### src/rtl/obuf_ctrl_pkg.sv
// obuf_ctrl_pkg: drain FSM states and the FIFO sizing rule shared by the obuf drain logic.
package obuf_ctrl_pkg;
  typedef enum logic [1:0] {IDLE, RUN, DRAIN} drain_state_e;
  localparam int FIFO_MIN_SLACK = 2;
  function automatic bit fifo_depth_ok(input int depth, input int latency);
    return depth >= latency + FIFO_MIN_SLACK;
  endfunction
endpackage

### src/rtl/obuf_drain_fifo.sv
// obuf_drain_fifo: synchronous FIFO holding one drained row plus its last tag, with occupancy count.
module obuf_drain_fifo #(
  parameter int WIDTH = 9,
  parameter int DEPTH = 4,
  parameter int CW = $clog2(DEPTH + 1)
) (
  input  logic             clk,
  input  logic             rst,
  input  logic             push,
  input  logic [WIDTH-1:0] din,
  input  logic             pop,
  output logic [WIDTH-1:0] dout,
  output logic [CW-1:0]    count
);
  localparam int PW = $clog2(DEPTH);
  logic [WIDTH-1:0] mem [DEPTH];
  logic [PW-1:0] wr_ptr, rd_ptr;
  logic do_push, do_pop;
  assign do_pop = pop && count != '0;
  assign do_push = push && count != CW'(DEPTH);
  assign dout = mem[rd_ptr];
  always_ff @(posedge clk) begin
    if (rst) begin
      wr_ptr <= '0;
      rd_ptr <= '0;
      count <= '0;
    end else begin
      if (do_push) mem[wr_ptr] <= din;
      if (do_push) wr_ptr <= wr_ptr == PW'(DEPTH - 1) ? '0 : wr_ptr + 1'b1;
      if (do_pop) rd_ptr <= rd_ptr == PW'(DEPTH - 1) ? '0 : rd_ptr + 1'b1;
      count <= count + CW'(do_push) - CW'(do_pop);
    end
  end
endmodule

### src/rtl/obuf_drain_ctrl.sv
// obuf_drain_ctrl: drains num_rows obuf rows across all banks in lockstep into a credit-flow-controlled output stream.
module obuf_drain_ctrl
  import obuf_ctrl_pkg::*;
#(
  parameter int NUM_BANKS = 64,
  parameter int DATA_WIDTH = 8,
  parameter int READ_ADDR_WIDTH = 8,
  parameter int READ_LATENCY = 1,
  parameter int FIFO_DEPTH = 4
) (
  input  logic                                 clk,
  input  logic                                 reset,
  input  logic                                 start,
  input  logic [READ_ADDR_WIDTH-1:0]           base_addr,
  input  logic [READ_ADDR_WIDTH:0]             num_rows,
  output logic                                 busy,
  output logic                                 done,
  output logic [NUM_BANKS-1:0]                 bs_read_req,
  output logic [NUM_BANKS*READ_ADDR_WIDTH-1:0] bs_read_addr,
  input  logic [NUM_BANKS*DATA_WIDTH-1:0]      bs_read_data,
  output logic                                 m_valid,
  input  logic                                 m_ready,
  output logic [NUM_BANKS*DATA_WIDTH-1:0]      m_data,
  output logic                                 m_last
);
  localparam int AW = READ_ADDR_WIDTH;
  localparam int RW = NUM_BANKS * DATA_WIDTH;
  localparam int CW = $clog2(FIFO_DEPTH + 1);
  if (!fifo_depth_ok(FIFO_DEPTH, READ_LATENCY)) begin : g_depth_check
    $error("obuf_drain_ctrl: FIFO_DEPTH must be at least READ_LATENCY+2");
  end
  drain_state_e state, state_n;
  logic [AW-1:0] base_q, addr_q;
  logic [AW:0] num_q, issued;
  logic [CW-1:0] credit, fifo_count;
  logic [READ_LATENCY-1:0] vpipe, lpipe;
  logic req_q, last_q, done_q, issue, issue_last, fire, head_last;
  assign m_valid = fifo_count != '0;
  assign fire = m_valid && m_ready;
  assign m_last = m_valid && head_last;
  assign busy = state != IDLE;
  assign done = done_q;
  assign bs_read_req = {NUM_BANKS{req_q}};
  assign bs_read_addr = {NUM_BANKS{addr_q}};
  always_comb begin
    state_n = state;
    issue = 1'b0;
    issue_last = 1'b0;
    if (state == IDLE) begin
      issue = start && num_rows != '0;
      issue_last = issue && num_rows == (AW+1)'(1);
      state_n = issue ? RUN : IDLE;
    end else if (state == RUN) begin
      issue = issued != num_q && credit < CW'(FIFO_DEPTH);
      issue_last = issue && issued + (AW+1)'(1) == num_q;
      state_n = issued == num_q ? DRAIN : RUN;
    end else begin
      state_n = fire && m_last ? IDLE : DRAIN;
    end
  end
  // Credits cover both reads still in the bank pipeline and rows parked in the FIFO.
  always_ff @(posedge clk) begin
    if (reset) begin
      state <= IDLE;
      base_q <= '0;
      num_q <= '0;
      issued <= '0;
      credit <= '0;
      addr_q <= '0;
      req_q <= 1'b0;
      last_q <= 1'b0;
      vpipe <= '0;
      lpipe <= '0;
      done_q <= 1'b0;
    end else begin
      state <= state_n;
      req_q <= issue;
      last_q <= issue_last;
      vpipe <= READ_LATENCY'({vpipe, req_q});
      lpipe <= READ_LATENCY'({lpipe, last_q});
      if (state == IDLE && issue) base_q <= base_addr;
      if (state == IDLE && issue) num_q <= num_rows;
      if (issue) addr_q <= state == IDLE ? base_addr : base_q + issued[AW-1:0];
      issued <= (state == IDLE ? '0 : issued) + (AW+1)'(issue);
      credit <= credit + CW'(issue) - CW'(fire);
      done_q <= (state == IDLE && start && num_rows == '0) || (state == DRAIN && fire && m_last);
    end
  end
  obuf_drain_fifo #(.WIDTH(RW + 1), .DEPTH(FIFO_DEPTH), .CW(CW)) u_fifo (
    .clk(clk),
    .rst(reset),
    .push(vpipe[READ_LATENCY-1]),
    .din({lpipe[READ_LATENCY-1], bs_read_data}),
    .pop(fire),
    .dout({head_last, m_data}),
    .count(fifo_count)
  );
endmodule

### config.mk
export PLATFORM = sky130hd
export DESIGN_NAME = obuf_drain_ctrl
export DESIGN_NICKNAME = d
export VERILOG_FILES = /design/src/rtl/obuf_ctrl_pkg.sv /design/src/rtl/obuf_drain_fifo.sv /design/src/rtl/obuf_drain_ctrl.sv
export SDC_FILE = /design/constraint.sdc
export NUM_CORES = 1
export LEC_CHECK = 0
export CAP_MARGIN = 20
export CELL_PAD_IN_SITES_DETAIL_PLACEMENT = 1
export CELL_PAD_IN_SITES_GLOBAL_PLACEMENT = 2
export CORE_AREA = 5 5 634 636
export CTS_CLUSTER_DIAMETER = 50
export DETAILED_ROUTE_END_ITERATION = 16
export DIE_AREA = 0 0 639 641
export HOLD_SLACK_MARGIN = 0.05
export PLACE_DENSITY_LB_ADDON = 0.05
export SLEW_MARGIN = 20
export SYNTH_ARGS = -nofsm -noshare
export SYNTH_HDL_FRONTEND = slang
export SYNTH_HIERARCHICAL = 1
export SYNTH_SLANG_ARGS = --single-unit
### constraint.sdc
create_clock -name clk -period 102.3 [get_ports clk]
set_input_delay 10.23 -clock clk [delete_from_list [all_inputs] [get_ports clk]]
set_output_delay 10.23 -clock clk [all_outputs]
set_load 0.1 [all_outputs]
======== After elaboration in Yosys (flattened, before gate mapping) ========
Memory sizes are Yosys's and may differ from the RTL's. A register that Yosys moved wholly into a read port is not among the register bits.
Cells that the tools add are included.
cells by class
  bitwise logic cells ..................... 0
  shift operators ......................... 0
  div/mod/pow operators ................... 0
  magnitude comparators ................... 1
  add/subtract/negate cells ............... 9
  equal/unequal tests ..................... 9
  multipliers ............................. 0
  reduce and logical (&&, ||, !) cells .... 20
  mux-type cells .......................... 18
operators with widths
  kind                                           number
  == test 9 bit                                  2
  two-way mux 2 bit                              8
  logical AND 1 bit                              14
  adder 9 x 1 -> 9 bit                           1
  adder 9 x 1 -> 9 bit, second input constant    1
  == test 9 x 1 -> 1 bit, second input constant  1
  zero test 9 bit                                1
  two-way mux 9 bit                              1
  != test 9 bit                                  1
  nonzero test 9 bit                             1
  adder 8 bit                                    1
  two-way mux 1 bit                              8
  two-way mux 8 bit                              1
  adder 3 x 1 -> 3 bit                           2
  == test 2 bit, second input constant           3
  subtractor 3 x 1 -> 3 bit                      2
  adder 2 x 1 -> 2 bit, second input constant    2
  < comparator 3 bit, second input constant      1
  != test 3 bit, second input constant           1
  nonzero test 3 bit                             1
  == test 2 x 1 -> 1 bit, second input constant  1
  zero test 2 bit                                1
  nonzero test 2 bit                             1
  logical OR 1 bit                               1
word-level totals
  bits in writable memories ............... 2052
  bits in latches ......................... 0
  memories ................................ 1
  ROM bits ................................ 0
  output and inout port bits .............. 1092
  input bits .............................. 533
  logic and storage cells ................. 72
  register bits ........................... 51
memory list
  name        depth  width  rd ports  clocked after Yosys merged registers in  wr ports  line                   source
  u_fifo.mem  4      513    1         1                                        1         obuf_drain_fifo.sv:16  logic [WIDTH-1:0] mem [DEPTH];

======== Depth between registers and ports, before layout ========
Gate-level depths: netlist (run 1).
  depth in word-level cells ............... 6
  depth in mapped cells ................... 14
  depth with buffers taken out ............ 12

======== Cells and area by module ========
Netlist (run 1), hierarchy kept.
modules (own cells, without submodules)
  module           sequential area each (um^2)  area an instance (um^2)  cells each  times used
  obuf_drain_fifo  61799.3                      74526.5                  2726        1
  obuf_drain_ctrl  880.8                        6726.5                   844         1

======== Least setup slack after synthesis (run 1) ========
OpenSTA, ideal clock, no wires.
  kind .................................... input to register
  start point ............................. input port reset
  end point ............................... memory u_fifo/mem[3][0] in the netlist's numbering, enable pin
  path slack .............................. 52.692 ns
  path buffers ............................ 1
  arrival time ............................ 47.484 ns
  setup time .............................. 2.124 ns
  required time ........................... 100.176 ns
  stages on the path ...................... 2
  cell sequence ........................... clkbuf_1 nor3b_1
between the ends
  longest elaborated chain between the ends .. 2
RTL lines
  item                                     line                   source
  start, declared                          obuf_drain_ctrl.sv:12  input logic reset,
  two-way mux 1 bit                        obuf_drain_fifo.sv:23  if (rst) begin
  two-way mux 1 bit (implied by the code)  obuf_drain_fifo.sv:28  if (do_push) mem[wr_ptr] <= din;
  end, declared                            obuf_drain_fifo.sv:16
Every way passes these cells.

==> impl_metrics.yaml, run 1 <==
power_and_ir_drop:
  ir_drop_v: 0.00001486
  swShare: 0.3629
  p_int_mw: 1.944
  p_switching_mw: 1.107
  leakagePower_nw: 35.07
  power_mw: 3.051
  power_frac_comb: 0.271
  clkPwrFrac: 0.410
  p_per_area_nw_per_um2: 27.34
  p_seq_frac: 0.318
worst_setup_path:
  critPathMaxStageDelay_ns: 1.20
  crit_buf_inv: 4
  crit_chain: "buf_12, buf_4, buf_4, mux4_2, clkdlybuf4s50_1"
  crit_cells: 5
  slowest_stage: "clkdlybuf4s50_1"
  rr_worst_depth: 6
  startpoint_type: "register"
  path_max_fanout: 89
  cpLargestDelayFamily: "buffers and inverters"
  worst_setup_path_end_kind: "primary output"
  crit_arrival_ns: 5.81
  critPathKind: "register to primary output"
  cp_common_cell: "buf_4"
  crit_required_ns: 92.07
cts:
  ctsHoldBuffers: 0
  cts_buffer_depth: 4
  htreeDepth: 5
  clk_latency_ns: 0.91
  postCtsSetupRepairBufs: 0
  clock_sinks: 2105
  ctsResizeCount: 0
  clk_pin_slew_worst_paths_ns: 0.05
  numCtsBuffers: 355
  cts_root_buffer: "clkbuf_16"
  cts_tree: "done"
route:
  drc_errors: 0
  routedWlPerCell_um: 29.37
  dr.pass1.iters: 5
  finalWirelength_um: 308300
  drt_iter0_drc: 1839
  ant_nets: 0
  vias_per_cell: 3.869
  vias: 40610
global_routing:
  grt_pass1_vias: 43770
  grt-ovfl-total: 0
  grt_usage: 0.1448
  grt_max_degree: 114
  grt_pass1_wl_um: 408300
  antenna_found_initial: 249
timing:
  worstMarginPinSlew_ns: 1.223
  relSlewSlack: 0.1823
  period_needed_ns: 16.04
  fin_tns_setup_ns: 0
  fin_skew_ns: 0.08542
  rsz0062_at_grt: "no"
  fmax_mhz: 62.33
  setup_viol: 0
  hold_viol: 0
  fin_crit_sh: 0.1568
  drv_slew: 0
synthesis:
  syn_inst: 3570
  synthesis.nets: 4125
  yosys-top-cells-area: "edfxtp_1 76%, mux4_2 14%, buf_4 5.3%"
  synthFlopType: "edfxtp_1"
  yosys_warnings: 6
  yosys_register_bits: 2105
  syn_avg_cell_area_um2: 22.76
  ys_seq_area_frac: 0.7714
  synth_edf_count: 2052
  synthArstFlopShare: 0
  synth_area_um2: 81250
  synth_top_cell_area_share: 0.7584
  synth_largest_area_cell: "edfxtp_1"
  netlist-cell-type-count: 54
cells_and_area:
  syn2layout_area_growth_pct: 37.32
  drive_gt1_frac: 0.2640
  multiInputGateArea_um2: 13290
  final_common_cell: "edfxtp_1"
  fillers: 40310
  nets: 5490
  seq_area_um2: 62700
  layout_common_cells: "2052 x edfxtp_1, 1442 x clkdlybuf4s50_1, 513 x mux4_2"
die:
  io_pins: 1625
  die_w_um: 639
  die-area_um2: 409600
  initial_core_util: 0.2057
  rows: 231
  die_h_um: 641
  core_um2: 395100
place:
  io_buffers: 1624
  gp_congestion: 0.7181
  hpwl_um: 216200
hold_path:
  hold_class: "register to register"
  worstHoldPathCells: 1
status:
  outcome: "completed"
job:
  cap_violations: 0
==> routing by layer <==
metal	vias up	share of wire	track usage
li1	16990	-	-
met1	21120	0.35	0.1502
met2	1601	0.52	0.2644
met3	772	0.098	0.06411
met4	130	0.030	0.03821
met5	-	0.0026	0
==> stage by stage <==
stage	instances	instance area (µm²)	utilization	hold slack, ns	setup WS [ns]
detailed placement	9820	99020	0.2506	0.4287	86.83
floorplan	3570	81250	-	0.4138	52.69
global placement	9818	99250	0.2512	0.4398	86.83
finish	10500	111600	0.2824	0.4361	86.26
CTS	10470	111500	0.2823	0.4389	85.85
global route	10470	111500	0.2822	0.4636	85.67
==> worst paths after layout <==
check                              from                      endpoint  slack, ns
min                   last_q$_SDFF_PP0_              lpipe$_SDFF_PP0_       0.44
min reg2reg           last_q$_SDFF_PP0_              lpipe$_SDFF_PP0_       0.44
max                            register                    m_data[38]      86.26
max reg2reg  u_fifo/count[1]$_SDFF_PP0_  u_fifo/mem[1][351]$_DFFE_PP_      98.17
==> flip-flops by register name, summed over array words and instances, names as in the netlist, named ones only <==
register       count
vpipe              1
credit             3
u_fifo/mem      2052
num_q              9
u_fifo/wr_ptr      2
lpipe              1
issued             9
addr_q             8
state              2
u_fifo/count       3
done               1
base_q             8
u_fifo/rd_ptr      2
last_q             1
req_q              1
==> synth_stat cells (all sizes together) (9+ instances only) <==
library cell  count
dfxtp            53
nor2             40
xnor2             9
mux4            513
clkbuf           16
a21oi             9
mux2i            21
nand2            18
buf             684
nor3             14
edfxtp         2052
inv              18
ha               19
nor2b            11
xor2             20
==> cell families (layout without fill, tap and decap cells) <==
logic type | after synthesis | in the layout | synth area share
xor gates and xnor gates | 29 | 29 | 0.003126
muxes | 536 | 536 | 0.1451
AOI/OAI and AO/OA | 41 | 41 | 0.003865
other | 0 | 31 | 0
adders and majority gates | 22 | 22 | 0.003665
DFF | 2105 | 2105 | 0.7714
buffers and inverters | 718 | 2372 | 0.06546
and+or+nand+nor | 119 | 119 | 0.007407
==> cell type report <==
| type | count | share of cell area |
|---|---|---|
| Tap cell | 5242 | 0.05878 |
| Antenna cell | 31 | 0.0006952 |
| Clock inverter | 251 | 0.03082 |
| Clock buffer | 395 | 0.08142 |
| Multi-Input combinational cell | 747 | 0.1191 |
| Timing Repair Buffer | 1708 | 0.1466 |
| Inverter | 18 | 0.0006280 |
| Sequential cell | 2105 | 0.5619 |
==> power by group through the flow <==
| stage | clock (mW) | combinational, mW | sequential, mW |
|---|---|---|---|
| after floorplan | 0 | 0.674 | 1.02 |
| after global routing | 1.34 | 0.851 | 0.972 |
| after detailed placement | 0 | 0.843 | 0.988 |
| final | 1.25 | 0.828 | 0.971 |
| after CTS | 1.30 | 0.844 | 0.971 |
| after global placement | 0 | 0.847 | 0.988 |
Power figures use the tool's default switching activity.
==> inputs of run 2 (changes only) <==
--- a/config.mk
+++ b/config.mk
@@ -8,10 +8,10 @@
 export CAP_MARGIN = 20
 export CELL_PAD_IN_SITES_DETAIL_PLACEMENT = 1
 export CELL_PAD_IN_SITES_GLOBAL_PLACEMENT = 2
-export CORE_AREA = 5 5 634 636
+export CORE_AREA = 5 5 635 637
 export CTS_CLUSTER_DIAMETER = 50
 export DETAILED_ROUTE_END_ITERATION = 16
-export DIE_AREA = 0 0 639 641
+export DIE_AREA = 0 0 640 642
 export HOLD_SLACK_MARGIN = 0.05
 export PLACE_DENSITY_LB_ADDON = 0.05
 export SLEW_MARGIN = 20
==> constraint.sdc (replaced) <==
create_clock -name clk -period 14.1 [get_ports clk]
set_input_delay 1.41 -clock clk [delete_from_list [all_inputs] [get_ports clk]]
set_output_delay 1.41 -clock clk [all_outputs]
set_load 0.1 [all_outputs]
==> run 2 against run 1 <==
  * Setup slack lost 79 ns
  * Final cell count grew 0.32%
  * Register-to-register slack lost 88 ns
  * Die area grew 0.31%
  * Clock-buffer cell count grew 5
  * Routed wire length grew 0.22%
  * Sequential share of layout area grew 0.16 points
  * Sequential power grew to 7.3 times the previous value
  * Hold slack gained 0.037 ns
  * Core utilization shrank 0.24 points
  * Largest cell class unchanged
==> impl_metrics.yaml, run 2 (synthesized netlist as in run 1, its figures left out) <==
timing:
  fin_skew_ns: 0.04593
  worstMarginPinSlew_ns: 1.219
  relSlewSlack: 0.1847
  rsz0062_at_grt: "no"
  fmax_mhz: 143.3
  fin_crit_sh: 0.4948
  fin_tns_setup_ns: 0
  period_needed_ns: 6.977
  hold_viol: 0
  drv_slew: 0
  setup_viol: 0
worst_setup_path:
  critPathCapture: "m_data[408]"
  r2r_slack_ns: 9.79
  crit_chain: "buf_4, buf_12, buf_4, mux4_2, clkdlybuf4s50_1"
  slowest_stage: "clkdlybuf4s50_1"
  rr_startpoint: "u_fifo/count[1]$_SDFF_PP0_"
  critPathKind: "register to primary output"
  crit_required_ns: 12.69
  path_max_fanout: 80
  crit_arrival_ns: 5.57
  startpoint_type: "register"
  rr_worst_depth: 7
  worst_setup_path_end_kind: "primary output"
  cp_common_cell: "buf_4"
  r2r-end: "u_fifo/mem[1][381]$_DFFE_PP_"
  critPathMaxStageDelay_ns: 1.06
job:
  cap_violations: 0
route:
  vias_per_cell: 3.857
  drc_errors: 0
  drt_iter0_drc: 1942
  dr.pass1.iters: 5
  finalWirelength_um: 309000
  vias: 40610
  routedWlPerCell_um: 29.34
  ant_nets: 0
cts:
  cts_root_buffer: "clkbuf_16"
  htreeDepth: 5
  clk_latency_ns: 0.91
  cts_buffer_depth: 4
  postCtsSetupRepairBufs: 0
  numCtsBuffers: 357
  ctsHoldBuffers: 0
  ctsResizeCount: 0
  cts_tree: "done"
  clock_sinks: 2105
  clk_pin_slew_worst_paths_ns: 0.05
cells_and_area:
  fin_util: 0.2800
  multiInputGateArea_um2: 13320
  nets: 5489
  final_common_cell: "edfxtp_1"
  seq_area_um2: 62700
  drive_gt1_frac: 0.2677
  syn2layout_area_growth_pct: 36.94
  layout_common_cells: "2052 x edfxtp_1, 1417 x clkdlybuf4s50_1, 513 x mux4_2"
  top_register: "u_fifo/mem"
  largest_reg_flops: 2052
  fillers: 40410
  top_regs: "u_fifo/mem x2052, issued x9, num_q x9"
place:
  gp_congestion: 0.7198
  io_buffers: 1624
  hpwl_um: 217500
die:
  rows: 232
  die_h_um: 642
  initial_core_util: 0.2045
  die_w_um: 640
  die-area_um2: 410900
  io_pins: 1625
  core_um2: 397400
status:
  outcome: "completed"
hold_path:
  hold_class: "register to register"
power_and_ir_drop:
  p_per_area_nw_per_um2: 197.9
  ir_drop_v: 0.00009560
  leakagePower_nw: 35.03
global_routing:
  grt_pass1_wl_um: 410100
  grt_max_degree: 104
  grt_usage: 0.1453
  antenna_found_initial: 224
  grt-ovfl-total: 0
  grt_pass1_vias: 43750
-- run 2: worst min path at each step --
stage | start | endpoint | slack, ns | cells after the start
floorplan | last_q$_SDFF_PP0_ | lpipe$_SDFF_PP0_ | 0.41 | 1
global placement | addr_q[1]$_SDFFE_PP0P_ | addr_q[1]$_SDFFE_PP0P_ | 0.46 | 2
detailed placement | last_q$_SDFF_PP0_ | lpipe$_SDFF_PP0_ | 0.46 | 1
CTS | addr_q[1]$_SDFFE_PP0P_ | addr_q[1]$_SDFFE_PP0P_ | 0.48 | 2
global route | last_q$_SDFF_PP0_ | lpipe$_SDFF_PP0_ | 0.50 | 1
finish | addr_q[1]$_SDFFE_PP0P_ | addr_q[1]$_SDFFE_PP0P_ | 0.47 | 2
-- run 2: per-stage QoR --
stage | setup WS (ns) | cell area (µm²) | hold slack [ns] | power (mW) | std cells
2_1_floorplan | -0.7602 | 81320 | 0.4138 | 12.18 | 3570
3_3_place_gp | 7.707 | 99540 | 0.4611 | 13.35 | 9837
3_5_place_dp | 7.721 | 98840 | 0.4605 | 13.28 | 9840
4_1_cts | 6.686 | 111200 | 0.4788 | 22.46 | 10500
5_1_grt | 6.578 | 111200 | 0.4991 | 22.81 | 10500
6_report | 7.123 | 111300 | 0.4730 | 22.02 | 10530
-- run 2: area by class of cell --
| cell class | count | share of cell area |
|---|---|---|
| sequential | 2105 | 0.5635 |
| timing repair buffer | 1705 | 0.1450 |
| multi-input combinational | 747 | 0.1197 |
| clock buffer | 400 | 0.08308 |
| tap | 5265 | 0.05921 |
| clock inverter | 258 | 0.02815 |
| antenna | 33 | 0.0007422 |
| inverter | 18 | 0.0006297 |
-- run 2: power breakdown --
part | internal (mW) | total, mW | switching, mW
logic | 1.22 | 5.99 | 4.78
registers | 7.00 | 7.05 | 0.0553
clock network | 5.78 | 8.97 | 3.19
-- run 2: worst max-delay path, delay by kind of cell (launching register included) --
| kind | cells | cell delay [ns] |
|---|---|---|
| flip-flops | 1 | 0.65 |
| multiplexers | 1 | 0.59 |
| buffers and inverters | 4 | 3.17 |
-- run 2: metal layers --
layer	vias up	share of wire	GRT usage
met4	108	0.031	0.03782
met3	720	0.089	0.05918
met5	-	0.0022	0
li1	17020	-	-
met1	21200	0.34	0.1456
met2	1575	0.54	0.2748
==> inputs of run 3 (changes only) <==
--- a/config.mk
+++ b/config.mk
@@ -8,10 +8,10 @@
 export CAP_MARGIN = 20
 export CELL_PAD_IN_SITES_DETAIL_PLACEMENT = 1
 export CELL_PAD_IN_SITES_GLOBAL_PLACEMENT = 2
-export CORE_AREA = 5 5 635 637
+export CORE_AREA = 5 5 638 640
 export CTS_CLUSTER_DIAMETER = 50
 export DETAILED_ROUTE_END_ITERATION = 16
-export DIE_AREA = 0 0 640 642
+export DIE_AREA = 0 0 643 645
 export HOLD_SLACK_MARGIN = 0.05
 export PLACE_DENSITY_LB_ADDON = 0.05
 export SLEW_MARGIN = 20
==> constraint.sdc (replaced) <==
create_clock -name clk -period 7.3 [get_ports clk]
set_input_delay 0.73 -clock clk [delete_from_list [all_inputs] [get_ports clk]]
set_output_delay 0.73 -clock clk [all_outputs]
set_load 0.1 [all_outputs]
==> run 3 against run 2 <==
  * Sequential power is 94% higher
  * Via count shrank 0.91%
  * Register-to-register slack worse by 6.2 ns
  * Die area grew 0.94%
  * Final area grew 0.59%
  * Routed wire length decreased by 2.3%
  * Largest cell class unchanged
  * Total power up 94%
  * Non-clock buffer count fell by 10
  * Hold slack worse by 0.20 ns
==> impl_metrics.yaml, run 3 (synthesized netlist as in run 1, its figures left out) <==
status:
  outcome: "completed"
power_and_ir_drop:
  p_per_area_nw_per_um2: 380.9
  clkPwrFrac: 0.409
  p_seq_frac: 0.322
  power_frac_comb: 0.270
  ir_drop_v: 0.0002632
  leakagePower_nw: 35.10
  p_int_mw: 27.08
  p_switching_mw: 15.54
  swShare: 0.3646
worst_setup_path:
  critPathKind: "register to primary output"
  startpoint_type: "register"
  path_max_fanout: 75
  crit_arrival_ns: 4.25
  worst_setup_path_end_kind: "primary output"
  crit_required_ns: 6.57
  rr_worst_depth: 12
cells_and_area:
  fillers: 40890
  drive_gt1_frac: 0.2656
  nets: 5484
  top_register: "u_fifo/mem"
  seq_area_um2: 62710
  layoutNonFillerInstCount: 10560
  top_regs: "u_fifo/mem x2052, issued x9, num_q x9"
  syn2layout_area_growth_pct: 37.74
  final_common_cell: "edfxtp_1"
  largest_reg_flops: 2052
  fin_util: 0.2792
  multiInputGateArea_um2: 13330
  layout_common_cells: "2052 x edfxtp_1, 1449 x clkdlybuf4s50_1, 513 x mux4_2"
die:
  die-area_um2: 414700
  io_pins: 1625
  core_um2: 400900
  rows: 233
  die_h_um: 645
  initial_core_util: 0.2027
  die_w_um: 643
global_routing:
  grt_max_degree: 117
  grt_pass1_wl_um: 401600
  antenna_found_initial: 221
  grt_use_met1: 0.1372
  met2_usage: 0.2608
  grt_usage: 0.1403
  use_met3: 0.06989
  grt_pass1_vias: 43800
  grt-busiest-layer: "met2"
  grt-ovfl-total: 0
timing:
  fin_crit_sh: 0.6816
  hold_viol: 0
  period_needed_ns: 4.976
  fmax_mhz: 201.0
  rsz0062_at_grt: "no"
  fin_skew_ns: 0.05314
  worstMarginPinSlew_ns: 1.222
  relSlewSlack: 0.1827
  finalWorstSetupSlack_ns: 2.324
  fin_tns_setup_ns: 0
  drv_slew: 0
  setup_viol: 0
route:
  drt_iter0_drc: 1953
  ant_nets: 0
  drc_errors: 0
  finalWirelength_um: 301900
  routedWlPerCell_um: 28.60
  vias_per_cell: 3.811
  dr.pass1.iters: 4
  vias: 40240
cts:
  ctsResizeCount: 0
  cts_buffer_depth: 4
  ctsHoldBuffers: 0
  numCtsBuffers: 362
  cts_root_buffer: "clkbuf_16"
  postCtsSetupRepairBufs: 0
  clk_latency_ns: 0.92
  cts_tree: "done"
  htreeDepth: 5
  clock_sinks: 2105
  clk_pin_slew_worst_paths_ns: 0.05
place:
  io_buffers: 1624
  hpwl_um: 208400
  dp.cells: 9852
  place_ws_ns: 2.907
  gp_congestion: 0.7046
hold_path:
  worstHoldPathCells: 2
  hold_class: "input port to register"
job:
  cap_violations: 0
-- run 3: changes by cell type in the layout (fill, tap and decap cells not counted), sizes merged, moves of 9 or more --
cell	delta
buf	-46
clkbuf	+9
clkdlybuf4s50	+32
clkinv	-18
clkinvlp	+17
inv	+13
-- run 3: worst paths after layout --
check                                      startpoint                     to  slack, ns
worst max-delay path                         register            m_data[167]       2.32
worst min-delay path                            reset  num_q[2]$_SDFFE_PP0P_       0.27
worst max register to register  num_q[8]$_SDFFE_PP0P_   credit[2]$_SDFF_PP0_       3.59
worst min register to register  num_q[0]$_SDFFE_PP0P_  num_q[0]$_SDFFE_PP0P_       0.47
-- run 3: power groups by stage --
stage                     Sequential (mW)  Clock [mW]  Combinational, mW
after global routing                 13.7        18.6               11.8
after detailed placement             14.0           0               11.7
after floorplan                      14.1           0               9.45
after CTS                            13.7        18.0               11.7
after global placement               14.0           0               11.8
final                                13.7        17.4               11.5
-- run 3: metal layers --
metal / share of wire / up-vias
li1: - / 16980
met5: 0.0028 / -
met1: 0.33 / 20830
met2: 0.53 / 1556
met4: 0.029 / 136
met3: 0.11 / 738
-- run 3: critical path, cell delays in order, from the launching register on --
cell	delay, ns
dfxtp_4	0.88
buf_12	0.58
mux4_2	0.60
clkdlybuf4s50_1	1.09
-- run 3: area by class of cell --
type                            instances  share of cell area
Inverter                               18           0.0006261
Timing Repair Buffer                 1695              0.1485
Clock buffer                          405             0.08428
Sequential cell                      2105              0.5603
Multi-Input combinational cell        747              0.1191
Antenna cell                           38           0.0008497
Clock inverter                        264             0.02728
Tap cell                             5287             0.05911
-- run 3: metrics by stage --
| stage | instance area (µm²) | hold WS (ns) | total power [mW] |
|---|---|---|---|
| floorplan | 81320 | 0.4138 | 23.53 |
| global placement | 99590 | 0.4662 | 25.72 |
| detailed placement | 99370 | 0.4705 | 25.65 |
| CTS | 111900 | 0.1876 | 43.48 |
| global route | 111900 | 0.2252 | 44.16 |
| finish | 111900 | 0.2713 | 42.63 |
